**src/rtl/clkrst_pkg.sv**
```systemverilog
// Shared types and constants for the reset sequencer and its helpers.
package clkrst_pkg;

    // Sequencer states, in the order the domains are brought out of reset.
    typedef enum logic [2:0] {
        S_SYNC   = 3'd0,
        S_MEM    = 3'd1,
        S_PERIPH = 3'd2,
        S_CORE   = 3'd3,
        S_RUN    = 3'd4,
        S_SOFT   = 3'd5
    } state_t;

    localparam int unsigned CAUSE_W   = 2;
    localparam int unsigned RST_CNT_W = 8;

    // Reset cause encoding; 2'b00 is never driven.
    typedef logic [CAUSE_W-1:0] cause_t;
    localparam cause_t CAUSE_EXT  = 2'b01;
    localparam cause_t CAUSE_SOFT = 2'b10;
    localparam cause_t CAUSE_HOLD = 2'b11;

    // Larger of two hold lengths, used to size the hold counter.
    function automatic int unsigned max_u(input int unsigned a, input int unsigned b);
        return (a > b) ? a : b;
    endfunction

endpackage

```
**src/rtl/reset_sync.sv**
```systemverilog
// Async-assert / sync-release reset synchroniser.
//   clk    : destination clock
//   resetn : asynchronous active-low reset in
//   sync_n : active-low reset, released synchronously to clk
module reset_sync #(
    parameter int unsigned STAGES = 2
) (
    input  logic clk,
    input  logic resetn,
    output logic sync_n
);

    logic [STAGES-1:0] sync_q;

    // Shift ones in after release; clearing is immediate.
    always_ff @(posedge clk or negedge resetn) begin
        if (!resetn) begin
            sync_q <= '0;
        end else begin
            sync_q <= {sync_q[STAGES-2:0], 1'b1};
        end
    end

    assign sync_n = sync_q[STAGES-1];

endmodule

```
**src/rtl/reset_sequencer.sv**
```systemverilog
// Releases memory, peripheral and core resets in order after a synchronised
// reset release, handles core soft-reset requests and an external hold, and
// records the last reset cause plus a saturating reset count.
//   clk, resetn        : clock and asynchronous active-low reset
//   ext_hold           : clock not stable; abort / hold sequencing
//   soft_rst_req       : soft-reset request from the core (honoured in S_RUN)
//   mem_resetn         : memory reset (active low)
//   periph_resetn      : peripheral reset (active low)
//   core_resetn        : core reset (active low)
//   seq_done           : high only in S_RUN
//   rst_cause          : last reset cause (01 ext, 10 soft, 11 hold)
//   rst_cnt            : soft + hold resets since async reset, saturating
module reset_sequencer
    import clkrst_pkg::*;
#(
    parameter int unsigned SYNC_STAGES = 2,
    parameter int unsigned MEM_HOLD    = 16,
    parameter int unsigned PERIPH_HOLD = 4,
    parameter int unsigned CORE_HOLD   = 8,
    parameter int unsigned SOFT_HOLD   = 4
) (
    input  logic       clk,
    input  logic       resetn,
    input  logic       ext_hold,
    input  logic       soft_rst_req,
    output logic       mem_resetn,
    output logic       periph_resetn,
    output logic       core_resetn,
    output logic       seq_done,
    output logic [1:0] rst_cause,
    output logic [7:0] rst_cnt
);

    localparam int unsigned MAX_HOLD = max_u(max_u(MEM_HOLD, PERIPH_HOLD),
                                             max_u(CORE_HOLD, SOFT_HOLD));
    localparam int unsigned CNT_W    = $clog2(MAX_HOLD) + 1;

    localparam logic [CNT_W-1:0] MEM_LAST    = CNT_W'(MEM_HOLD - 1);
    localparam logic [CNT_W-1:0] PERIPH_LAST = CNT_W'(PERIPH_HOLD - 1);
    localparam logic [CNT_W-1:0] CORE_LAST   = CNT_W'(CORE_HOLD - 1);
    localparam logic [CNT_W-1:0] SOFT_LAST   = CNT_W'(SOFT_HOLD - 1);

    logic                 sync_n;
    state_t               state_q, state_d;
    logic [CNT_W-1:0]     cnt_q, cnt_d;
    cause_t               cause_d;
    logic [RST_CNT_W-1:0] rst_cnt_d, rst_cnt_inc_c;
    logic                 mem_d, periph_d, core_d, done_d;

    reset_sync #(
        .STAGES (SYNC_STAGES)
    ) u_reset_sync (
        .clk    (clk),
        .resetn (resetn),
        .sync_n (sync_n)
    );

    // Saturating increment of the reset count.
    assign rst_cnt_inc_c = (rst_cnt == '1) ? rst_cnt : rst_cnt + RST_CNT_W'(1);

    // State register and registered outputs.
    always_ff @(posedge clk or negedge resetn) begin
        if (!resetn) begin
            state_q       <= S_SYNC;
            cnt_q         <= '0;
            rst_cause     <= CAUSE_EXT;
            rst_cnt       <= '0;
            mem_resetn    <= 1'b0;
            periph_resetn <= 1'b0;
            core_resetn   <= 1'b0;
            seq_done      <= 1'b0;
        end else begin
            state_q       <= state_d;
            cnt_q         <= cnt_d;
            rst_cause     <= cause_d;
            rst_cnt       <= rst_cnt_d;
            mem_resetn    <= mem_d;
            periph_resetn <= periph_d;
            core_resetn   <= core_d;
            seq_done      <= done_d;
        end
    end

    // Next state, hold counter, cause/count and next outputs.
    always_comb begin
        state_d   = state_q;
        cnt_d     = cnt_q;
        cause_d   = rst_cause;
        rst_cnt_d = rst_cnt;
        mem_d     = 1'b0;
        periph_d  = 1'b0;
        core_d    = 1'b0;
        done_d    = 1'b0;

        if (ext_hold) begin
            state_d = S_SYNC;
            cnt_d   = '0;
            if (state_q == S_RUN) begin
                cause_d   = CAUSE_HOLD;
                rst_cnt_d = rst_cnt_inc_c;
            end
        end else begin
            unique case (state_q)
                S_SYNC: begin
                    if (sync_n) begin
                        state_d = S_MEM;
                        cnt_d   = '0;
                    end
                end
                S_MEM: begin
                    if (cnt_q == MEM_LAST) begin
                        state_d = S_PERIPH;
                        cnt_d   = '0;
                    end else begin
                        cnt_d = cnt_q + CNT_W'(1);
                    end
                end
                S_PERIPH: begin
                    if (cnt_q == PERIPH_LAST) begin
                        state_d = S_CORE;
                        cnt_d   = '0;
                    end else begin
                        cnt_d = cnt_q + CNT_W'(1);
                    end
                end
                S_CORE: begin
                    if (cnt_q == CORE_LAST) begin
                        state_d = S_RUN;
                        cnt_d   = '0;
                    end else begin
                        cnt_d = cnt_q + CNT_W'(1);
                    end
                end
                S_RUN: begin
                    if (soft_rst_req) begin
                        state_d   = S_SOFT;
                        cnt_d     = '0;
                        cause_d   = CAUSE_SOFT;
                        rst_cnt_d = rst_cnt_inc_c;
                    end
                end
                S_SOFT: begin
                    // Rejoin the sequence at the peripheral stage; memory stays up.
                    if (cnt_q == SOFT_LAST) begin
                        state_d = S_PERIPH;
                        cnt_d   = '0;
                    end else begin
                        cnt_d = cnt_q + CNT_W'(1);
                    end
                end
                default: begin
                    state_d = S_SYNC;
                    cnt_d   = '0;
                end
            endcase
        end

        // Outputs follow the state being entered so they change on the same edge.
        unique case (state_d)
            S_PERIPH: mem_d = 1'b1;
            S_CORE: begin
                mem_d    = 1'b1;
                periph_d = 1'b1;
            end
            S_RUN: begin
                mem_d    = 1'b1;
                periph_d = 1'b1;
                core_d   = 1'b1;
                done_d   = 1'b1;
            end
            S_SOFT:  mem_d = 1'b1;
            default: mem_d = 1'b0;
        endcase
    end

endmodule

```
**config.mk**
```make
export PLATFORM = sky130hd
export DESIGN_NAME = reset_sequencer
export DESIGN_NICKNAME = d
export VERILOG_FILES = /design/src/rtl/clkrst_pkg.sv /design/src/rtl/reset_sync.sv /design/src/rtl/reset_sequencer.sv
export SDC_FILE = /design/constraint.sdc
export NUM_CORES = 1
export LEC_CHECK = 0
export BUFFER_PORTS_ARGS = -buffer_cell sky130_fd_sc_hd__buf_2
export CAP_MARGIN = 30
export CORE_MARGIN = 5
export CORE_UTILIZATION = 45
export DETAILED_ROUTE_END_ITERATION = 7
export PLACE_DENSITY = 0.67
export SYNTH_ARGS = -nofsm -noshare
export SYNTH_HDL_FRONTEND = slang
export SYNTH_SLANG_ARGS = --single-unit
```
**constraint.sdc**
```tcl
create_clock -name clk -period 2.7 [get_ports clk]
set_clock_uncertainty 0.05 [all_clocks]
set_input_delay 0.81 -clock clk [delete_from_list [all_inputs] [get_ports clk]]
set_output_delay 0.81 -clock clk [all_outputs]
set_load 0.005 [all_outputs]
```
# After elaboration in Yosys (flattened, before gate mapping)
# Index checks and enable logic that the tools add are counted.
# W data, S select, Z words.
dict set report totals {
  register_bits 23
  out_inout_bits 14
  elab_cells 59
}
dict set report classes {
  n_addsub 2
  n_eq_ne 15
  n_mux 27
  n_reduce_logical 7
}
# cell n
set ops {}
lappend ops {{$mux W8} 5}
lappend ops {{$mux W5} 6}
lappend ops {{$pmux W5 S5} 1}
lappend ops {{$mux W3} 7}
lappend ops {{$pmux W3 S6} 1}
lappend ops {{$eq A3 B2 Y1 const B} 4}
lappend ops {{$eq A3 B3 Y1 const B} 4}
lappend ops {{$add A8 B1 Y8 const B} 1}
lappend ops {{$eq A8 B8 Y1 const B} 1}
lappend ops {{$mux W2} 4}
lappend ops {{$add A5 B1 Y5 const B} 1}
lappend ops {{$eq A5 B2 Y1 const B} 1}
lappend ops {{$eq A5 B3 Y1 const B} 1}
lappend ops {{$eq A5 B4 Y1 const B} 1}
lappend ops {{$reduce_and A2 Y1} 2}
lappend ops {{$reduce_or A2 Y1} 2}
lappend ops {{$reduce_or A4 Y1} 1}
lappend ops {{$eq A3 B1 Y1 const B} 1}
lappend ops {{$logic_not A3 Y1} 1}
lappend ops {{$mux W1} 3}
lappend ops {{$ne A3 B2 Y1 const B} 1}
lappend ops {{$ne A3 B3 Y1 const B} 1}
lappend ops {{$reduce_bool A2 Y1} 1}

# Logic depth before layout (Yosys ltp)
dict set report depth {
  depth_word 7
  ltp_mapped 8
}

# Hierarchy
# From an unflattened synthesis, not the netlist that was laid out.
dict set report unflattened {
  cells_unflattened 135
  area_unflattened_um2 1335.0
}
# module instances cells_per_inst area_per_inst_um2
set by_module_without_submodules {}
lappend by_module_without_submodules {reset_sequencer 1 132 1281.2}
lappend by_module_without_submodules {reset_sync 1 3 53.8}

# Worst setup path before layout
# No wires, ideal clock.
dict set report synth_path {
  path_type {flip-flop to flip-flop}
  from {register cnt_q[2]}
  to {register periph_resetn}
  arrival_time_ps 1750
  path_slack_ps 820
  stages_incl_launch_ff 9
  path_buffers 1
  period_less_slack_ps 1880
  path_cell_list {dfrtp_1 clkbuf_1 nand3_1 inv_1 ha_1 nor2b_1 o22ai_1 a221oi_2 mux2i_1}
}
dict set report synth_between {
  elab_chain_cells 7
  elab_cells_between_ends 13
  cone_classes {5 x eq/ne; 7 x mux; 1 x reduce/logical}
}
# item line
set synth_rtl {}
lappend synth_rtl {{start: declaration} reset_sequencer.sv:45} ;# logic [CNT_W-1:0] cnt_q, cnt_d;
lappend synth_rtl {{start signal: assignment} reset_sequencer.sv:74} ;# cnt_q <= cnt_d;
lappend synth_rtl {{$eq A5 B2 Y1 (tied with other cells)} {reset_sequencer.sv:119, reset_sequencer.sv:144}}
lappend synth_rtl {{$mux W3, on equally long branches} -}
lappend synth_rtl {{$pmux W3 S6 (*)} reset_sequencer.sv:103} ;# unique case (state_q)
lappend synth_rtl {{$mux W3 (*)} reset_sequencer.sv:95} ;# if (ext_hold) begin
lappend synth_rtl {{$eq A3 B3 Y1 / $eq A3 B2 Y1 (equally long branches)} reset_sequencer.sv:159} ;# unique case (state_d)
lappend synth_rtl {{$reduce_or A2 Y1 (no source line) (*)} -}
lappend synth_rtl {{$mux W1 (*)} reset_sequencer.sv:159}
lappend synth_rtl {{named net periph_d} reset_sequencer.sv:48} ;# logic mem_d, periph_d, core_d, done_d;
lappend synth_rtl {{end signal: assignment} reset_sequencer.sv:78} ;# periph_resetn <= periph_d;
lappend synth_rtl {{end: declaration} reset_sequencer.sv:27} ;# output logic periph_resetn,
# The timed path passes the listed nets; every way through them passes the cells marked *.
# A chain may end at the register's enable or synchronous reset.

# Worst setup path in the final report
# Same ends and word-level chain as after synthesis.

==> run_results.csv <==
group,metric,value,unit
outcome,status,"complete, no violations",
floorplan,start_util,47.3,%
worst_setup_path,cp_slowest_cell,"dfrtp_1",
sta,finalMaxSlewViolations,0,
logic_synthesis,syn_nets,140,
cts,h-tree-depth,1,
finish,layout_common_cells,"dfrtp_1, buf_2, nand2_1",
logic_synthesis,synth_fa_ha_area_share,3.80,%
logic_synthesis,synth_compound_area_share,15.2,%
drt,antenna_left,0,
worst_setup_path,critPathRequiredTime,2890,ps
drt,routedWlPerCell,14.2,um
cts,cts_hold_buf,0,
power,max-vdd-ir-drop,0.000253,V
sta,fmaxAchievable,483,MHz
worst_setup_path,worstSetupStartpoint,"cnt_q[2]$_DFFE_PN0P_",
sta,setup_slack,630,ps
power,seqPwrFrac,61.2,%
cts,tritoncts,"yes",
worst_setup_path,arrival,2260,ps
power,power_density,439,nW/um2
worst_setup_path,cpLargestDelayFamily,"flip-flops",
finish,nets,156,
sta,period_minus_slack,2070,ps
power,swShare,28.1,%
worst_setup_path,start_kind,"flop",
worst_setup_path,timing.rr.start,"cnt_q[2]$_DFFE_PN0P_",
logic_synthesis,yosysSeqAreaShare,43.8,%
floorplan,fp.dieW,64.1,um
logic_synthesis,syn_area_per_cell,9.97,um2
finish,fin_util,51.6,%
worst_setup_path,critical_path_buf_inv_count,1,
logic_synthesis,synth-xor-area-share,4.66,%
logic_synthesis,synth_area_leaders,"dfrtp_1, xor2_1, ha_1, a211oi_1, nand2b_1",
drt,first_pass_iters,4,
worst_setup_path,cp-end-kind,"flop",
sta,slew_headroom,66.1,%
global_routing,grt_pass1_wl,4360,um
cts,path_clk_slew,130,ps
logic_synthesis,synth_top_family_by_area,"simple AND/OR/NAND/NOR gates",
finish,fin_area,1440,um2
logic_synthesis,ys.flop_type,"dfrtp_1",
drt,route.detailed.drc,0,
floorplan,die-area,4110,um2
logic_synthesis,syn_inst,132,
power,pwr-share-clk,25.4,%
logic_synthesis,yosysTopAreaCell,"dfrtp_1",
placed_design,dpl-instance-area,1410,um2
logic_synthesis,synth_edf_count,0,
worst_setup_path,criticalPathCategory,"reg -> reg",
logic_synthesis,synthSimpleGateAreaFrac,24.9,%
floorplan,core_area,2780,um2
sta,fin_setup_tns,0,ps
power,p_int,0.453,mW
floorplan,io-pin-count,18,
sta,rsz0062_at_grt,"no",
global_routing,grt_usage,13.1,%
worst_setup_path,critPathMaxStageDelay,670,ps
cts,insertion_delay,300,ps
global_routing,grt_max_degree,24,
logic_synthesis,ys_warn_count,0,
placed_design,routabilityCongestion,0.867,
sta,hold_viol,0,
floorplan,row_count,19,
placed_design,io_buffers,17,
sta,period_share,76.7,%
global_routing,grt_pass1_vias,925,
finish,layout.cells.non_filler,178,
finish,diodes,0,
cts,root_buffer,"clkbuf_4",
min_path,hp-start,"u_reset_sync.sync_q[0]$_DFF_PN0_",
min_path,hp-class,"reg -> reg",
drt,drtIter0Drc,29,
finish,syn2layout_area_growth,9.03,%
sta,setup_violations,0,
cts,cts_setup_buffers,0,
drt,totalWireLength,2530,um
power,p_comb_share,13.5,%
power,p_leak,0.681,nW
global_routing,grt-ovfl-total,0,
placed_design,place_inst,174,
cts,cts_resized,0,
logic_synthesis,syn_area,1320,um2
cts,cts_sinks,23,
finish,layout-drive-gt1-share,21.1,%
cts,cts_made_buffers,3,
logic_synthesis,synth-seq-cells,23,
cts,cts_buffer_depth,2,
finish,fillCellCount,263,
worst_setup_path,worst-path-max-fanout,14,
drt,routed-via-count,1008,
worst_setup_path,cp_cell_sequence,"nand3_1, inv_1, ha_1, nor2b_1, o22ai_1, a221oi_2, mux2i_1",
logic_synthesis,synthMuxAreaShare,3.23,%
sta,tightestPinTransition,509,ps
logic_synthesis,synth_cell_types,45,
placed_design,hpwl,1860,um
floorplan,die_h,64.1,um
job,maxCapViolCount,0,
finish,layout.cells.most_common,"dfrtp_1",
logic_synthesis,async_reset_ff_share,100,%
logic_synthesis,yosysTopAreaCellShare,41.8,%
drt,routed_via_density,5.66,
global_routing,antenna_found_initial,0,
power,switchingPower,0.177,mW
placed_design,place_ws,637,ps
metal layers:
layer | share of wire (%) | GRT usage, %
met5 | 0 | 0
met3 | 3.2 | 2.80
met1 | 48 | 18.7
met4 | 1.0 | 4.68
met2 | 48 | 19.6
power by group through the flow:
stage | clock network [mW] | logic [mW] | registers, mW
global route | 0.179 | 0.0960 | 0.390
global placement | 0 | 0.0836 | 0.391
finish | 0.160 | 0.0848 | 0.385
floorplan | 0 | 0.0701 | 0.377
CTS | 0.164 | 0.0864 | 0.385
detailed placement | 0 | 0.0865 | 0.392
per-stage QoR:
step	power [mW]	hold slack, ps
finish	0.630	318
global placement	0.475	290
CTS	0.636	317
global route	0.665	334
detailed placement	0.478	289
floorplan	0.447	281
state kept, by name, summed over array words and instances, names as in the netlist:
signal,flops
cnt_q,5
mem_resetn,1
periph_resetn,1
rst_cause,2
rst_cnt,8
seq_done,1
state_q,3
u_reset_sync.sync_q,2
worst register-to-register path, delay by kind of cell, from the launching register on:
| kind | cells | cell delay (ps) |
|---|---|---|
| buffers and inverters | 1 | 90 |
| adders and majority gates | 1 | 200 |
| and+or+nand+nor | 2 | 330 |
| AOI/OAI and AO/OA | 2 | 450 |
| muxes | 1 | 220 |
| DFF | 1 | 670 |
layout make-up:
type	instances	area, um2	area share [%]
timing repair buffer	17	85.1	5.93
multi-input combinational	97	686	47.8
clock buffer	4	26.3	1.83
tap	31	38.8	2.70
inverter	6	22.5	1.57
sequential	23	577	40.2
Yosys cell counts (5+ instances only):
master / n
dfrtp_1: 22
nand2_1: 8
nand3_1: 7
nor2_1: 7
nand2b_1: 6
o21ai_0: 6
xor2_1: 6
a211oi_1: 5
inv_1: 5
logic make-up after synthesis:
group | after synthesis
AO/OA/AOI/OAI | 28
XOR/XNOR | 7
adder cells (fa/ha/maj) | 4
buffers and inverters | 12
flip-flops | 23
multiplexers | 4
other | 1
AND/OR/NAND/NOR | 53
worst paths after layout:
check / end / slack [ps] / cells after the start
setup / recovery: periph_resetn$_DFF_PN0_ / 630 / 7
hold / removal: u_reset_sync.sync_q[1]$_DFF_PN0_ / 320 / 0
min in group asynchronous: rst_cnt[7]$_DFFE_PN0P_ / 400 / 1
max in group asynchronous: rst_cause[0]$_DFFE_PN1P_ / 1840 / 1
hold reg to reg: u_reset_sync.sync_q[1]$_DFF_PN0_ / 320 / 0
setup reg to reg: periph_resetn$_DFF_PN0_ / 630 / 7
Note: power is estimated with default switching activity, not from simulation.
